$ cat src/rtl/l2_act_sequencer_pkg.sv
// Shared constants and FSM encoding for the layer-2 activation sequencer.
package l2_act_sequencer_pkg;

  localparam int N_HID     = 32;
  localparam int N_OUT     = 10;
  localparam int ACC_W     = 20;
  localparam int ACT_W     = 8;
  localparam int SHIFT_DEF = 7;
  localparam int W_ADDR_W  = 5;

  typedef enum logic [1:0] {
    ST_IDLE = 2'd0,
    ST_INIT = 2'd1,
    ST_RUN  = 2'd2,
    ST_DONE = 2'd3
  } state_e;

endpackage

$ cat src/rtl/l2_act_sequencer_relu_requant.sv
// ReLU followed by truncating right-shift and saturation to the int8 range 0..127.
module relu_requant
  import l2_act_sequencer_pkg::*;
#(
  parameter int SHIFT = SHIFT_DEF
) (
  input  logic signed [ACC_W-1:0] acc_i,
  output logic signed [ACT_W-1:0] act_o
);

  localparam logic signed [ACC_W-1:0] SAT_LIM = ACC_W'(127);

  logic signed [ACC_W-1:0] shifted_s;

  // Clamp negatives to zero, saturate large positives at 127
  always_comb begin
    shifted_s = acc_i >>> SHIFT;
    if (acc_i[ACC_W-1]) begin
      act_o = 8'sd0;
    end else if (shifted_s > SAT_LIM) begin
      act_o = 8'sd127;
    end else begin
      act_o = shifted_s[ACT_W-1:0];
    end
  end

endmodule

$ cat src/rtl/l2_act_sequencer.sv
// Sequences one layer-2 pass: bias load, N_HID prefetched MAC steps, then a done pulse.
module l2_act_sequencer
  import l2_act_sequencer_pkg::*;
#(
  parameter int SHIFT = SHIFT_DEF,
  parameter int N_HID = l2_act_sequencer_pkg::N_HID
) (
  input  logic                    clk,
  input  logic                    rst,
  input  logic                    start,
  input  logic signed [ACC_W-1:0] l1_acc [N_HID],
  output logic                    mac_clr,
  output logic                    mac_init_bias,
  output logic                    mac_en,
  output logic signed [ACT_W-1:0] activation,
  output logic [W_ADDR_W-1:0]     w_addr,
  output logic                    busy,
  output logic                    done
);

  localparam int              CNT_W    = (N_HID > 1) ? $clog2(N_HID) : 1;
  localparam logic [CNT_W-1:0] CNT_LAST = CNT_W'(N_HID - 1);

  state_e                  state_q, state_d;
  logic [CNT_W-1:0]        cnt_q, cnt_d;
  logic                    rst_prev_q;
  logic                    clr_q;
  logic                    accept_s;
  logic signed [ACT_W-1:0] act_req_s [N_HID];
  logic signed [ACT_W-1:0] act_buf_q [N_HID];

  for (genvar g = 0; g < N_HID; g++) begin : g_rq
    relu_requant #(.SHIFT(SHIFT)) u_rq (
      .acc_i (l1_acc[g]),
      .act_o (act_req_s[g])
    );
  end

  assign accept_s = (state_q == ST_IDLE) && start;

  // State, step counter and the one-shot accumulator clear after reset release
  always_ff @(posedge clk) begin
    if (rst) begin
      state_q <= ST_IDLE;
      cnt_q   <= '0;
      clr_q   <= 1'b0;
    end else begin
      state_q <= state_d;
      cnt_q   <= cnt_d;
      clr_q   <= rst_prev_q;
    end
    rst_prev_q <= rst;
  end

  // Activation buffer loads only on an accepted start
  always_ff @(posedge clk) begin
    if (rst) begin
      act_buf_q <= '{default: '0};
    end else if (accept_s) begin
      act_buf_q <= act_req_s;
    end else begin
      act_buf_q <= act_buf_q;
    end
  end

  // Next-state and counter logic
  always_comb begin
    state_d = state_q;
    cnt_d   = cnt_q;
    case (state_q)
      ST_IDLE: begin
        cnt_d = '0;
        if (start) begin
          state_d = ST_INIT;
        end else begin
          state_d = ST_IDLE;
        end
      end
      ST_INIT: begin
        state_d = ST_RUN;
        cnt_d   = '0;
      end
      ST_RUN: begin
        if (cnt_q == CNT_LAST) begin
          state_d = ST_DONE;
          cnt_d   = '0;
        end else begin
          state_d = ST_RUN;
          cnt_d   = cnt_q + CNT_W'(1);
        end
      end
      ST_DONE: begin
        state_d = ST_IDLE;
        cnt_d   = '0;
      end
      default: begin
        state_d = ST_IDLE;
        cnt_d   = '0;
      end
    endcase
  end

  // Output decode; w_addr runs one row ahead to cover the ROM read latency
  always_comb begin
    mac_clr       = 1'b0;
    mac_init_bias = 1'b0;
    mac_en        = 1'b0;
    activation    = 8'sd0;
    w_addr        = '0;
    busy          = 1'b1;
    done          = 1'b0;
    case (state_q)
      ST_IDLE: begin
        busy    = 1'b0;
        mac_clr = clr_q;
      end
      ST_INIT: begin
        mac_init_bias = 1'b1;
      end
      ST_RUN: begin
        mac_en     = 1'b1;
        activation = act_buf_q[cnt_q];
        if (cnt_q == CNT_LAST) begin
          w_addr = '0;
        end else begin
          w_addr = W_ADDR_W'(cnt_q + CNT_W'(1));
        end
      end
      ST_DONE: begin
        done = 1'b1;
      end
      default: begin
        busy = 1'b0;
      end
    endcase
  end

endmodule

$ cat config.mk
export PLATFORM = sky130hd
export DESIGN_NAME = l2_act_sequencer
export DESIGN_NICKNAME = d
export VERILOG_FILES = /design/src/rtl/l2_act_sequencer_pkg.sv /design/src/rtl/l2_act_sequencer_relu_requant.sv /design/src/rtl/l2_act_sequencer.sv
export SDC_FILE = /design/constraint.sdc
export NUM_CORES = 1
export LEC_CHECK = 0
export ABC_CLOCK_PERIOD_IN_PS = 2400
export CAP_MARGIN = 20
export CORE_AREA = 5 5 252 254
export DETAILED_ROUTE_END_ITERATION = 6
export DIE_AREA = 0 0 257 259
export MAX_ROUTING_LAYER = met4
export PLACE_DENSITY = 0.52
export SLEW_MARGIN = 20
export SYNTH_ARGS = -nofsm -noshare
export SYNTH_HDL_FRONTEND = slang
export SYNTH_HIERARCHICAL = 1
export SYNTH_SLANG_ARGS = --single-unit
$ cat constraint.sdc
create_clock -name clk -period 2.4 [get_ports clk]
set_input_delay 0.6 -clock clk [delete_from_list [all_inputs] [get_ports clk]]
set_output_delay 0.6 -clock clk [all_outputs]
set_load 0.1 [all_outputs]
# ---- Word-level counts from Yosys, hierarchy flattened
# Index checks and enable logic that the tools add are counted.
dict set report totals {
  ff_bits 265
  in_bits 643
  wordCells 157
}
dict set report op_classes {
  n_addsub 1
  magnitude_cmp 33
  eq_ne 4
  n_mux 79
  bitwise_logic 1
  n_reduce_logical 3
}
# cell n
set op_table {}
lappend op_table {{8-bit two-way mux} 67}
lappend op_table {{13-bit by 8-bit > comparator with 1-bit output (second input constant)} 32}
lappend op_table {{8-bit binary-select mux with 5-bit select} 1}
lappend op_table {{5-bit two-way mux} 2}
lappend op_table {{5-bit one-hot mux with 2 select lines} 1}
lappend op_table {{2-bit one-hot mux with 4 select lines} 1}
lappend op_table {{1-bit two-way mux} 7}
lappend op_table {{6-bit >= comparator (second input constant)} 1}
lappend op_table {{5-bit inverter with 6-bit output} 1}
lappend op_table {{5-bit by 1-bit adder with 5-bit output (second input constant)} 1}
lappend op_table {{5-bit equality test (second input constant)} 1}
lappend op_table {{2-bit equality test (second input constant)} 2}
lappend op_table {{3-bit OR reduction} 1}
lappend op_table {{2-bit by 1-bit equality test with 1-bit output (second input constant)} 1}
lappend op_table {{2-bit zero test} 1}
lappend op_table {{1-bit logical AND} 1}

# ---- Longest topological paths before layout
# Gate-level depths: netlist of the first run.
dict set report logic_depth {
  depth_word 5
  mapped_depth 10
  ltp_nobuf 7
}

# ---- Hierarchy
# The synthesis of the first run kept the hierarchy.
# module instances cells_per_inst area_per_inst_um2
set by_module_without_submodules {}
lappend by_module_without_submodules {l2_act_sequencer 1 1322 11260.8}
lappend by_module_without_submodules {relu_requant 32 17 93.8}

# ---- Least setup slack after synthesis of the first run
# OpenSTA, ideal clock, no wires.
dict set report synth_timing {
  kind {reg-to-output}
  startpoint {reg state_q[0]}
  endpoint {out activation[0]}
  arrival_time_ps 3748
  required_ps 1800
  setup_slack_ps -1948
  stages_incl_launch_ff 5
  path_buffers 1
  path_cell_list {dfxtp_1 inv_1 ha_1 clkbuf_1 nor3b_1}
}
dict set report synth_via {
  elab_chain_len 2
}
# element line
set synth_lines {}
lappend synth_lines {{start: declaration} l2_act_sequencer.sv:24} ;# state_e state_q, state_d;
lappend synth_lines {{start signal: assignment} l2_act_sequencer.sv:48} ;# state_q <= state_d;
lappend synth_lines {{2-bit equality test} l2_act_sequencer.sv:112} ;# case (state_q)
lappend synth_lines {{8-bit two-way mux} l2_act_sequencer.sv:112}
lappend synth_lines {{end: declaration} l2_act_sequencer.sv:15} ;# output logic signed [ACT_W-1:0] activation,
# No other way between the ends.

# ---- Worst setup path after layout of the first run
dict set report layout_timing {
  startpoint {reg cnt_q[2]}
  endpoint {out activation[5]}
}
dict set report layout_via {
  elab_chain_len 5
}
# element line
set layout_lines {}
lappend layout_lines {{start: declaration} l2_act_sequencer.sv:25} ;# logic [CNT_W-1:0] cnt_q, cnt_d;
lappend layout_lines {{start signal: assignment} l2_act_sequencer.sv:49} ;# cnt_q <= cnt_d;
lappend layout_lines {{5-bit inverter with 6-bit output (not written as such)} l2_act_sequencer.sv:122} ;# activation = act_buf_q[cnt_q];
lappend layout_lines {{8-bit binary-select mux with 5-bit select} l2_act_sequencer.sv:122}
lappend layout_lines {{8-bit two-way mux (not written as such) (2 in series)} l2_act_sequencer.sv:122}
lappend layout_lines {{8-bit two-way mux} l2_act_sequencer.sv:112}
# No other way between the ends. The select of a mux whose other input is x is not followed.

==> flow_metrics.tcl, run 1 <==
set metrics [dict create \
    synth_mux_area_share_pct 11.90 \
    syn_area_per_cell_um2 7.644 \
    fp.dieH_um 259 \
    synth.area.top_cells "dfxtp_1, a21oi_1, nand2_1, mux4_2, nor2_1" \
    routabilityCongestion 0.8186 \
    clockBufferDepth 3 \
    port_buffers 436 \
    worst_slack_ns -0.8905 \
    internal_power_mw 9.219 \
    synth-xor-area-share_pct 0.1228 \
    ys_ff_latch 265 \
    hpwl_um 39940 \
    cts_tree "yes" \
    period_minus_slack_ns 3.291 \
    antenna_found_initial 0 \
    die_w_um 257 \
    comb_power_share_pct 21.2 \
    wl_per_cell_um 16.66 \
    core_area_mm2 0.06103 \
    syn_area_mm2 0.01426 \
    fin_cells 3051 \
    wl_um 50840 \
    status "finished with violations" \
    nets 2889 \
    ys_seq_area_share_pct 37.19 \
    synth_top_area_share_pct 37.19 \
    fin_worst_skew_ns 0.008205 \
    synth_top_family_by_area "simple AND/OR/NAND/NOR gates" \
    drt-pass1-iter-count 5 \
    p_leak_nw 7.517 \
    ant_nets 0 \
    drt_iter0_drc 979 \
    hold_viol 0 \
    syn_nets 2517 \
    clkSlewWorstSetupHoldPaths_ns 0.06 \
    post_drt_via_cell_ratio 4.542 \
    netSwitchingFraction_pct 27.47 \
    grt_max_degree 90 \
    cp.required_ns 1.80 \
    synth-compound-area-share_pct 18.35 \
    grt_usage_pct 14.72 \
    rsz0062_at_grt "true" \
    p_per_area_mw_per_mm2 598.3 \
    yosys.area.top_type "dfxtp_1" \
    root_buffer "clkbuf_16" \
    p_seq_share_pct 38.6 \
    startpoint_type "flop" \
    grt-ovfl-total 0 \
    setup_viol 13 \
    critical_path_arrival_ns 2.69 \
    synth_simple_gate_area_share_pct 25.66 \
    max_slew_margin_pct 54.99 \
    postLayoutCoreUtil_pct 34.81 \
    yosys_warnings 6 \
    antenna_cells 0 \
    holdWs_ns 0.4463 \
    netlist_instances 1866 \
    numClockSinks 265 \
    p_clk_share_pct 40.3 \
    h-tree-depth 1 \
    grt_pass1_wl_um 77250 \
    path_class "flop to output pin" \
    cp-end-kind "output pin" \
    worst_pin_slew_ns 0.6735 \
    placedCellCount 2990 \
    drive_gt1_share_pct 11.63 \
    area_growth_pct 48.94 \
    drc 0 \
    fillCellCount 6302 \
    ios 661 \
    period_share_pct 137.1 \
    clock_latency_ns 0.59 \
    violations "setup timing" \
    synthAdderAreaFrac_pct 0.7018 \
    ir_worst_vdd_uv 512.0 \
    cts_buffers 31 \
    via_count 13860 \
    rows 91 \
    timing_max_transition_violations_final 0 \
    min_path_type "flop to flop" \
    synth_cell_types 27 \
    worstPathMaxFanout 6 \
    p_sw_mw 3.491 \
    maxCapViolations 0 \
    fmax_mhz 303.9 \
    initial_core_util_pct 23.37 \
    die_area_mm2 0.06656 \
    grt_pass1_vias 13750 \
]
state kept, by name, summed over array words and instances (netlist names):
signal      flops
act_buf_q     256
clr_q           1
cnt_q           5
rst_prev_q      1
state_q         2
layer usage:
| layer | track usage, % | up-vias | wire length [um] |
|---|---|---|---|
| li1 | - | 7032 | - |
| met1 | 20.28 | 6406 | 24240 |
| met2 | 23.21 | 362 | 23210 |
| met3 | 2.237 | 57 | 2552 |
| met4 | 2.923 | 0 | 831 |
| met5 | - | - | 0 |
path summary, 6_finish.rpt:
check / depth (start not counted) / slack, ns / startpoint / endpoint
setup / recovery: 6 / -0.89 / cnt_q[2] / activation[5]
hold / removal: 1 / 0.45 / rst_prev_q / clr_q
setup reg to reg: 6 / 0.66 / state_q[1] / act_buf_q[165]
hold reg to reg: 1 / 0.45 / rst_prev_q / clr_q
layout by cell type, fill, tap and decap left out, types with 19 or more instances in the layout:
| master | n |
|---|---|
| mux2i_1 | 32 |
| nor4_4 | 32 |
| dfxtp_1 | 263 |
| clkbuf_16 | 32 |
| nor2_1 | 227 |
| buf_4 | 19 |
| mux4_2 | 55 |
| conb_1 | 32 |
| nand2_1 | 514 |
| clkdlybuf4s50_1 | 417 |
| a21oi_1 | 481 |
| buf_12 | 40 |
power by group through the flow:
stage          combinational (mW)  sequential (mW)  clock, mW
2_1_floorplan                1.37             4.92          0
3_3_place_gp                 2.64             4.98          0
3_5_place_dp                 2.68             5.00          0
4_1_cts                      2.72             4.90       5.27
5_1_grt                      2.94             4.94       5.48
6_report                     2.69             4.90       5.12
metrics by stage:
stage,worst slack (ns),TNS (ns),total power [mW],cell area (um^2)
floorplan,-0.3332,-2.900,6.291,14620
global route,-0.9937,-9.900,13.35,21240
detailed placement,-0.4502,-3.345,7.674,19930
finish,-0.8905,-8.716,12.71,21240
global placement,-0.4373,-3.273,7.626,19930
CTS,-0.9717,-9.735,12.89,21160
critical path, stage by stage (launching register included):
cell     delay (ns)
dfxtp_4        0.41
buf_12         0.14
mux4_2         0.57
mux4_2         0.54
o22ai_4        0.17
nor3b_4        0.08
buf_12         0.17
synth_stat cells:
library cell,count
o22ai_1,8
nand2_1,516
nor4_4,32
mux2i_1,32
mux4_1,7
nor2_1,229
buf_4,36
conb_1,32
inv_1,3
buf_6,8
mux4_2,49
nor2b_1,5
xor2_1,1
nand2b_1,3
a21oi_1,489
mux2_2,8
a22oi_1,16
dfxtp_1,265
and2_1,7
buf_2,5
nor3_1,3
and3_1,1
buf_1,6
xnor2_1,1
ha_1,8
clkbuf_1,87
nor3b_1,9
final cells by class:
| cell class | count | area (um^2) | share of cell area (%) |
|---|---|---|---|
| timing repair buffer | 481 | 5206 | 24.51 |
| clock buffer | 45 | 908.4 | 4.276 |
| sequential | 265 | 5313 | 25.01 |
| inverter | 3 | 11.26 | 0.05301 |
| clock inverter | 11 | 205.2 | 0.9659 |
| tap | 790 | 988.4 | 4.653 |
| multi-input combinational | 1456 | 8612 | 40.54 |
kinds of logic (layout without fill, tap and decap cells):
kind of cell | after synthesis | count (layout)
AND/OR/NAND/NOR | 805 | 805
AO/OA/AOI/OAI | 513 | 513
flip-flops | 265 | 265
buffers and inverters | 145 | 540
multiplexers | 96 | 96
other | 32 | 32
adder cells (fa/ha/maj) | 8 | 8
XOR/XNOR | 2 | 2
what timing repair did:
| item | in CTS | in global routing |
|---|---|---|
| buffers inserted | 0 | 3 |
| hold endpoints to repair | 0 | 0 |
| pin swaps | 7 | 3 |
| hold buffers | 0 | 0 |
| setup endpoints to repair | 14 | 14 |
| gates resized for setup | 26 | 8 |
| cloned | 1 | 1 |
Power figures use the tool's default switching activity.
==> inputs of run 2 (changes only) <==
- CAP_MARGIN: 20 -> 5
==> results of run 2 <==
Same layout as run 1: the final DEF is identical, and so are final timing and power.
==> inputs of run 3 (changes only) <==
- CAP_MARGIN: 5 -> default
- CTS_CLUSTER_SIZE: default -> 25
==> results of run 3 <==
Same layout as run 1: the final DEF is identical, and so are final timing and power.
